==> src/rtl/piso_pkg.sv <==
// Shared types and constants for the parallel-in serial-out transmitter.
package piso_pkg;

    typedef enum logic {
        IDLE  = 1'b0,
        SHIFT = 1'b1
    } state_t;

    localparam int DEFAULT_WIDTH = 8;

    localparam bit MSB_FIRST = 1'b1;
    localparam bit LSB_FIRST = 1'b0;

endpackage

==> src/rtl/piso_tx_bit_counter.sv <==
// Frame bit counter: clears on frame start, counts shifted bits, flags the last one.
module bit_counter #(
    parameter int n = 8
) (
    input  logic                 clk,
    input  logic                 reset,
    input  logic                 clr,
    input  logic                 inc,
    output logic [$clog2(n)-1:0] cnt,
    output logic                 last
);

    localparam int unsigned CW = $clog2(n);

    always_ff @(posedge clk or posedge reset) begin
        if (reset) begin
            cnt <= '0;
        end else if (clr) begin
            cnt <= '0;
        end else if (inc) begin
            cnt <= cnt + CW'(1);
        end
    end

    assign last = (cnt == CW'(n - 1));

endmodule

==> src/rtl/piso_tx.sv <==
// Parallel-in serial-out transmitter with a one-word holding buffer for gap-free frames.
module piso_tx #(
    parameter int n         = piso_pkg::DEFAULT_WIDTH,
    parameter bit MSB_FIRST = piso_pkg::MSB_FIRST
) (
    input  logic         clk,
    input  logic         reset,
    input  logic         load,
    input  logic [n-1:0] pi,
    output logic         ready,
    output logic         so,
    output logic         so_valid,
    output logic         sof,
    output logic         eof,
    output logic         busy
);

    import piso_pkg::*;

    localparam int unsigned CW = $clog2(n);

    state_t          state;
    logic [n-1:0]    hold;
    logic            hold_full;
    logic [n-1:0]    sr;
    logic [CW-1:0]   cnt;
    logic            last;
    logic            accept;
    logic            transfer;
    logic            in_shift;
    logic            cnt_clr;
    logic            cnt_inc;

    assign in_shift = (state == SHIFT);
    assign accept   = load && !hold_full;
    // Transfer only ever happens with hold full, accept only with hold empty: never both.
    assign transfer = hold_full && (!in_shift || last);
    assign cnt_clr  = transfer || (in_shift && last);
    assign cnt_inc  = in_shift && !last;

    bit_counter #(
        .n(n)
    ) u_cnt (
        .clk  (clk),
        .reset(reset),
        .clr  (cnt_clr),
        .inc  (cnt_inc),
        .cnt  (cnt),
        .last (last)
    );

    always_ff @(posedge clk or posedge reset) begin
        if (reset) begin
            state     <= IDLE;
            hold      <= '0;
            hold_full <= 1'b0;
            sr        <= '0;
        end else begin
            if (accept) begin
                hold <= pi;
            end
            if (transfer) begin
                hold_full <= 1'b0;
            end else if (accept) begin
                hold_full <= 1'b1;
            end

            case (state)
                IDLE: begin
                    if (hold_full) begin
                        sr    <= hold;
                        state <= SHIFT;
                    end
                end
                SHIFT: begin
                    if (last) begin
                        if (hold_full) begin
                            sr <= hold;
                        end else begin
                            sr    <= '0;
                            state <= IDLE;
                        end
                    end else if (MSB_FIRST) begin
                        sr <= {sr[n-2:0], 1'b0};
                    end else begin
                        sr <= {1'b0, sr[n-1:1]};
                    end
                end
                default: state <= IDLE;
            endcase
        end
    end

    assign ready    = !hold_full;
    assign so       = in_shift && (MSB_FIRST ? sr[n-1] : sr[0]);
    assign so_valid = in_shift;
    assign sof      = in_shift && (cnt == '0);
    assign eof      = in_shift && last;
    assign busy     = in_shift || hold_full;

endmodule

==> config.mk <==
export PLATFORM = sky130hd
export DESIGN_NAME = piso_tx
export DESIGN_NICKNAME = d
export VERILOG_FILES = /design/src/rtl/piso_pkg.sv /design/src/rtl/piso_tx_bit_counter.sv /design/src/rtl/piso_tx.sv
export SDC_FILE = /design/constraint.sdc
export NUM_CORES = 1
export LEC_CHECK = 0
export ABC_CLOCK_PERIOD_IN_PS = 3050
export BUFFER_PORTS_ARGS = -buffer_cell sky130_fd_sc_hd__buf_2
export CAP_MARGIN = 20
export CORE_MARGIN = 3
export CORE_UTILIZATION = 57
export DETAILED_ROUTE_END_ITERATION = 16
export GPL_ROUTABILITY_DRIVEN = 0
export GPL_TIMING_DRIVEN = 0
export PLACE_DENSITY = 0.81
export SLEW_MARGIN = 20
export SYNTH_ARGS = -nofsm -noshare
export SYNTH_HDL_FRONTEND = slang
export SYNTH_HIERARCHICAL = 1
export SYNTH_SLANG_ARGS = --single-unit
==> constraint.sdc <==
create_clock -name clk -period 3.05 [get_ports clk]
set_input_delay 0.305 -clock clk [delete_from_list [all_inputs] [get_ports clk]]
set_output_delay 0.305 -clock clk [all_outputs]
set_load 0.03 [all_outputs]
==> summary.md, run 1 <==
| Metric | Value |
|---|---|
| Post-CTS setup buffer count | `0` |
| Capture point of the worst reg-to-reg path | `u_cnt/cnt[1]` |
| Min-Delay Startpoint | `pi[2]` |
| Synth cell types | `22` |
| Average wire per standard cell | `14.5 µm` |
| Register clock-pin slew on the reported worst setup and hold paths | `0.11 ns` |
| Fin util | `0.727` |
| Final-stage net count | `114` |
| Post-route insts no fill | `124` |
| Residual DRC count | `0` |
| RSZ-0062 raised after global routing | `false` |
| Row count | `14` |
| Final setup TNS | `0 ns` |
| Clock tree from TritonCTS | `yes` |
| Detailed-router iteration count before antenna repair | `4` |
| Most frequent standard cell in the layout excluding fill and tap cells | `dfrtp_1` |
| Overall routed net length | `1800 µm` |
| Class of the worst hold path | `input pin to flop` |
| Synthesis-to-layout area growth | `14.6%` |
| Final period util | `0.633` |
| Worst-margin pin slew | `0.671 ns` |
| Relative slew margins | `0.552` |
| Post-synthesis cell area | `0.00101 mm²` |
| Worst vdd rail ir drop | `0.589 mV` |
| Finished layout cell area | `0.00116 mm²` |
| Outcome | `complete, no violations` |
| Data required time at the worst endpoint | `2.74 ns` |
| Clock root buffer | `clkbuf_4` |
| Fraction of the yosys area taken by sequential cells | `0.520` |
| Number of primary I/O pins | `17` |
| Worst Setup End Kind | `primary output` |
| Share of Yosys cell area claimed by the top area cell type | `0.520` |
| Slack of the worst reg-to-reg path | `1.25 ns` |
| Number of instances in the placed design | `119` |
| Number of buffers created by CTS | `3` |
| Initial core utilization | `0.634` |
| Die height | `48.1 µm` |
| Number of inserted filler cells in the final layout | `113` |
| R2R Path Start | `u_cnt/cnt[0]` |
| Final count of negative-setup-slack endpoints | `0` |
| Grt ovf | `0` |
| Top post-synthesis cells by area | `dfrtp_1 52%, mux2_2 8.9%, a311o_1 6.9%, and3b_2 6.9%, nor3b_1 5.2%` |
| First-pass GRT wire length | `2910 µm` |
| Via count of the first global-routing pass | `656` |
| Initial antenna violation count | `0` |
| Clk sinks | `21` |
| Final critical path time including I/O delays and setup | `1.93 ns` |
| Iter 0 DRT Violations | `9` |
| Worst setup skew after layout | `0.00411 ns` |
| Terminating pin of the worst hold path | `hold[2]` |
| Maximum fanout count along the critical path | `9` |
| Buffer levels on the longest clock path | `2` |
| Global-route total usage across every layer | `0.184` |
| Count of antenna diodes in the layout | `0` |
| CTS HTree Levels | `1` |
| Max-cap violation count | `0` |
| Pin count of the biggest net entering global routing | `19` |
| Floorplan Core Area | `0.00159 mm²` |
| Pwr/cell area | `947 mW/mm²` |
| Fmax | `518 MHz` |
| Post-Synthesis Cells | `79` |
| Number of hold buffers added after CTS | `1` |
| DP HPWL | `1250 µm` |
| Gates resized, CTS repair | `0` |
| Net Count, Synth | `92` |
| Count of buffers inserted at the top-level ports | `16` |
| Flops & latches, synth | `21` |
| Highest-count cells in the layout ignoring fill and taps | `21 x dfrtp_1, 18 x buf_2, 8 x mux2_2` |
| Via total after detailed routing | `683` |
| Number of nets still failing antenna checks after routing | `0` |
| Crit path kind | `flop to primary output` |
| Die area | `0.00232 mm²` |
| Placed instance area | `0.00112 mm²` |
| Post-synth top area cell | `dfrtp_1` |
| Crit path launch type | `flop` |
| Number of cells on the worst reg-to-reg path | `7` |
| Number of hold violations in the final report | `0` |
| Cell depth of the worst hold path | `2` |
| Share of layout cells above drive strength 1 | `0.420` |
| Arrival @ worst endpoint | `1.63 ns` |
| Mean instance size in the synthesized netlist | `12.8 µm²` |
| Total count of max-transition violations in the final report | `0` |
| Standby leakage power | `0.559 nW` |
| Worst skew pair latency | `0.31 ns` |
| Vias per cell | `5.51` |
| Floorplan die width | `48.1 µm` |
| Total number of yosys warnings | `6` |
cells by family (layout without fill, tap and decap cells):
family	Yosys count	in the layout	synth area share
adder cells (fa/ha/maj)	2	2	0.0247
multiplexers	10	10	0.109
buffers and inverters	11	32	0.0693
AO/OA/AOI/OAI	10	10	0.0941
AND/OR/NAND/NOR	24	24	0.175
XOR/XNOR	1	1	0.00866
flip-flops	21	21	0.520
registers in the layout (all words and copies together) (netlist names):
| name | cells |
|---|---|
| hold | 8 |
| sr | 8 |
| u_cnt/cnt | 3 |
| hold_full | 1 |
| so_valid | 1 |
through the flow:
step	hold slack [ns]	setup slack, ns	total power [mW]
5_1_grt	0.223	1.04	1.17
6_report	0.222	1.12	1.10
3_5_place_dp	0.185	1.27	0.972
2_1_floorplan	0.0586	0.862	0.854
4_1_cts	0.217	1.12	1.10
3_3_place_gp	0.179	1.32	0.946
final cells by class:
cell class | count | area (µm²) | share of cell area
timing repair buffer | 17 | 90.1 | 0.0778
sequential | 21 | 526 | 0.454
clock buffer | 3 | 22.5 | 0.0194
tap | 24 | 30.0 | 0.0259
buffer | 6 | 51.3 | 0.0443
clock inverter | 1 | 5.00 | 0.00432
inverter | 5 | 18.8 | 0.0162
multi-input combinational | 47 | 415 | 0.359
cell usage after synthesis:
master / instances
dfrtp_1: 21
mux2_2: 8
a311o_1: 7
and3b_2: 7
nor3b_1: 7
inv_1: 5
nor2_1: 4
buf_6: 3
buf_2: 2
ha_1: 2
mux2i_1: 2
a21o_1: 1
a32o_1: 1
and2_1: 1
and2_2: 1
buf_4: 1
nand2_1: 1
nand2b_1: 1
nor2b_1: 1
nor4b_1: 1
o21bai_1: 1
xnor2_1: 1
critical path: stages (launching register included):
cell	delay, ns
dfrtp_1	0.42
ha_1	0.21
ha_1	0.29
and2_2	0.24
buf_2	0.17
per-layer routing:
metal,GRT usage,part of all wire
met5,0,0
met4,0.0806,0.018
met1,0.232,0.42
met2,0.317,0.53
met3,0.0221,0.039
worst max path at each step:
stage,from,depth (start not counted),to
final,u_cnt/cnt[0],4,eof
after global routing,u_cnt/cnt[0],4,eof
after CTS,u_cnt/cnt[0],4,eof
after detailed placement,u_cnt/cnt[0],7,u_cnt/cnt[1]
after global placement,u_cnt/cnt[0],7,u_cnt/cnt[2]
after floorplan,so_valid,3,sof
power by group:
group	total (mW)	internal [mW]	switching (mW)
Clock	0.132	0.0490	0.0828
Sequential	0.461	0.400	0.0611
Combinational	0.505	0.247	0.258
Power figures use the tool's default switching activity.
==> run 2, diff against run 1 <==
--- a/config.mk
+++ b/config.mk
@@ -5,15 +5,15 @@
 export SDC_FILE = /design/constraint.sdc
 export NUM_CORES = 1
 export LEC_CHECK = 0
-export ABC_CLOCK_PERIOD_IN_PS = 3050
+export ABC_CLOCK_PERIOD_IN_PS = 1800
 export BUFFER_PORTS_ARGS = -buffer_cell sky130_fd_sc_hd__buf_2
 export CAP_MARGIN = 20
 export CORE_MARGIN = 3
-export CORE_UTILIZATION = 57
+export CORE_UTILIZATION = 53
 export DETAILED_ROUTE_END_ITERATION = 16
 export GPL_ROUTABILITY_DRIVEN = 0
 export GPL_TIMING_DRIVEN = 0
-export PLACE_DENSITY = 0.81
+export PLACE_DENSITY = 0.76
 export SLEW_MARGIN = 20
 export SYNTH_ARGS = -nofsm -noshare
 export SYNTH_HDL_FRONTEND = slang
==> constraint.sdc (replaced) <==
create_clock -name clk -period 1.8 [get_ports clk]
set_input_delay 0.18 -clock clk [delete_from_list [all_inputs] [get_ports clk]]
set_output_delay 0.18 -clock clk [all_outputs]
set_load 0.03 [all_outputs]
==> run 2 against run 1 <==
Total power rose by 71%. Non-clock buffer count is the same. Combinational power rose by 73%. Global-route usage shrank 1.8 points. Sequential share of layout area down 0.68 points. First-iteration DRC count down 56%. Register-to-register slack got worse by 1.1 ns. Core utilization fell by 6.0 points. Final cell count is 0.81% higher. Sequential cell count unchanged. Clock-buffer cell count increased by 1. Largest cell class unchanged.
==> summary.md, run 2 (synthesized netlist as in run 1, its figures left out) <==
| Metric | Value |
|---|---|
| Outcome | `complete, no violations` |
| Worst setup skew after layout | `0.00134 ns (-0.00277 ns)` |
| Floorplan Core Area | `0.00176 mm² (+11%)` |
| Iter 0 DRT Violations | `4 (-5)` |
| Highest-count cells in the layout ignoring fill and taps | `21 x dfrtp_1, 16 x buf_2, 8 x mux2_2` |
| Number of instances in the placed design | `120 (+0.84%)` |
| Final critical path time including I/O delays and setup | `1.73 ns` |
| Via total after detailed routing | `676 (-1.0%)` |
| Share of layout cells above drive strength 1 | `0.440 (+0.0200)` |
| Fmax | `577 MHz` |
| Class of the worst hold path | `input pin to flop` |
| Most frequent standard cell in the layout excluding fill and tap cells | `dfrtp_1` |
| Pwr/cell area | `1590 mW/mm² (+68%)` |
| R2R Path Start | `u_cnt/cnt[0]` |
| Die height | `49.7 µm (+3.2%)` |
| Arrival @ worst endpoint | `1.55 ns (-0.08 ns)` |
| Number of buffers created by CTS | `3 (unchanged)` |
| Final period util | `0.963` |
| Synthesis-to-layout area growth | `16.3%` |
| Worst Setup End Kind | `primary output` |
| Met3 Resource Use GR | `0.0181 (-0.00401)` |
| Register clock-pin slew on the reported worst setup and hold paths | `0.10 ns (about the same)` |
| Final worst slack | `0.0672 ns (-1.05 ns)` |
| Residual DRC count | `0 (unchanged)` |
| Final-stage net count | `114 (unchanged)` |
| Crit path launch type | `flop` |
| Tot Pwr | `1.87 mW (+71%)` |
| Count of antenna diodes in the layout | `0 (unchanged)` |
| Clock root buffer | `clkbuf_4` |
| Max-cap violation count | `0 (unchanged)` |
| Final setup TNS | `0 ns (unchanged)` |
| Worst setup startpoint | `u_cnt/cnt[0]` |
| Met2 track demand over resource | `0.284 (-0.0325)` |
| Relative slew margins | `0.557 (+0.00468)` |
| Number of hold violations in the final report | `0 (unchanged)` |
| Pin count of the biggest net entering global routing | `19 (unchanged)` |
| Number of nets still failing antenna checks after routing | `0 (unchanged)` |
| Buffer levels on the longest clock path | `2 (unchanged)` |
| Grt peak-use layer | `met2` |
| Worst vdd rail ir drop | `0.911 mV (+55%)` |
| Detailed-router iteration count before antenna repair | `4 (unchanged)` |
| Total count of max-transition violations in the final report | `0 (unchanged)` |
| Grt ovf | `0 (unchanged)` |
| Number of primary I/O pins | `17 (unchanged)` |
| Row count | `15 (+1)` |
| Count of buffers inserted at the top-level ports | `16 (unchanged)` |
| Fin util | `0.667 (-0.0602)` |
| Via count of the first global-routing pass | `737 (+12%)` |
| Initial core utilization | `0.573 (-0.0612)` |
| Maximum fanout count along the critical path | `9 (unchanged)` |
| Largest registers | `hold (8), sr (8), u_cnt/cnt (3)` |
| Initial antenna violation count | `0 (unchanged)` |
| Overall routed net length | `1760 µm (-2.4%)` |
| Min-Delay Startpoint | `pi[3]` |
| Minimum setup slack after placement | `0.000814 ns (-1.26 ns)` |
| Post-route insts no fill | `125 (+0.81%)` |
| Worst skew pair latency | `0.30 ns (about the same)` |
| RSZ-0062 raised after global routing | `false` |
| Worst-margin pin slew | `0.664 ns (-0.00701 ns)` |
| Data required time at the worst endpoint | `1.62 ns (-1.12 ns)` |
| Average wire per standard cell | `14.0 µm (-3.2%)` |
| Die area | `0.00247 mm² (+6.6%)` |
| First-pass GRT wire length | `3110 µm (+6.7%)` |
| Global-route total usage across every layer | `0.166 (-0.0180)` |
| Vias per cell | `5.41 (-1.8%)` |
| Met1 Track Usage GR | `0.200 (-0.0319)` |
| DP HPWL | `1230 µm (-1.9%)` |
| Standby leakage power | `0.557 nW (-0.34%)` |
| Crit path kind | `flop to primary output` |
| Clk sinks | `21 (unchanged)` |
| Clock tree from TritonCTS | `yes` |
| CTS HTree Levels | `1 (unchanged)` |
| Final count of negative-setup-slack endpoints | `0 (unchanged)` |
| Floorplan die width | `49.7 µm (+3.2%)` |
==> run 2: routing by layer <==
metal,vias to the layer above,part of all wire
li1,325,-
met1,334,0.43
met2,13,0.53
met3,4,0.025
met4,0,0.016
met5,-,0
==> run 2: worst max-delay path, stage by stage (launching register included) <==
cell and delay [ns]:
dfrtp_1 0.43, ha_1 0.21, ha_2 0.23, and2_2 0.21, buf_2 0.17
==> run 2: timing repair <==
item                                    in CTS  in global routing
cloned                                       0                  0
gates resized for setup                      1                  3
buffers inserted                             0                  0
endpoints found under the setup margin       3                  3
hold buffers                                 1                  0
pin swaps                                    0                  0
endpoints found under the hold margin       21                  0
==> run 2: final timing paths <==
kind | to | depth (start not counted) | slack [ns]
max in group asynchronous | sr[0] | 3 | 0.84
worst min-delay path | hold[3] | 2 | 0.10
worst max-delay path | eof | 4 | 0.07
min in group asynchronous | u_cnt/cnt[0] | 3 | 0.30
worst min register to register | sr[0] | 1 | 0.50
worst max register to register | u_cnt/cnt[2] | 7 | 0.13
==> run 2: cell type report <==
type	count	area, µm²
Buffer	6	53.8
Clock buffer	4	26.3
Fill cell	152	588
Inverter	5	22.5
Multi-Input combinational cell	47	424
Sequential cell	21	526
Tap cell	25	31.3
Timing Repair Buffer	17	92.6
==> run 2: report_power, final <==
part	total [mW]	internal [mW]	switching, mW
logic	0.872	0.437	0.435
registers	0.785	0.677	0.108
clock network	0.217	0.0864	0.130
total	1.87	1.20	0.673
==> run 2: stage by stage <==
stage | hold slack (ns) | cell area (µm²)
finish | 0.104 | 1180
global route | 0.102 | 1180
CTS | 0.0917 | 1170
detailed placement | 0.0561 | 1130
global placement | 0.0540 | 1130
floorplan | -0.0664 | 1020
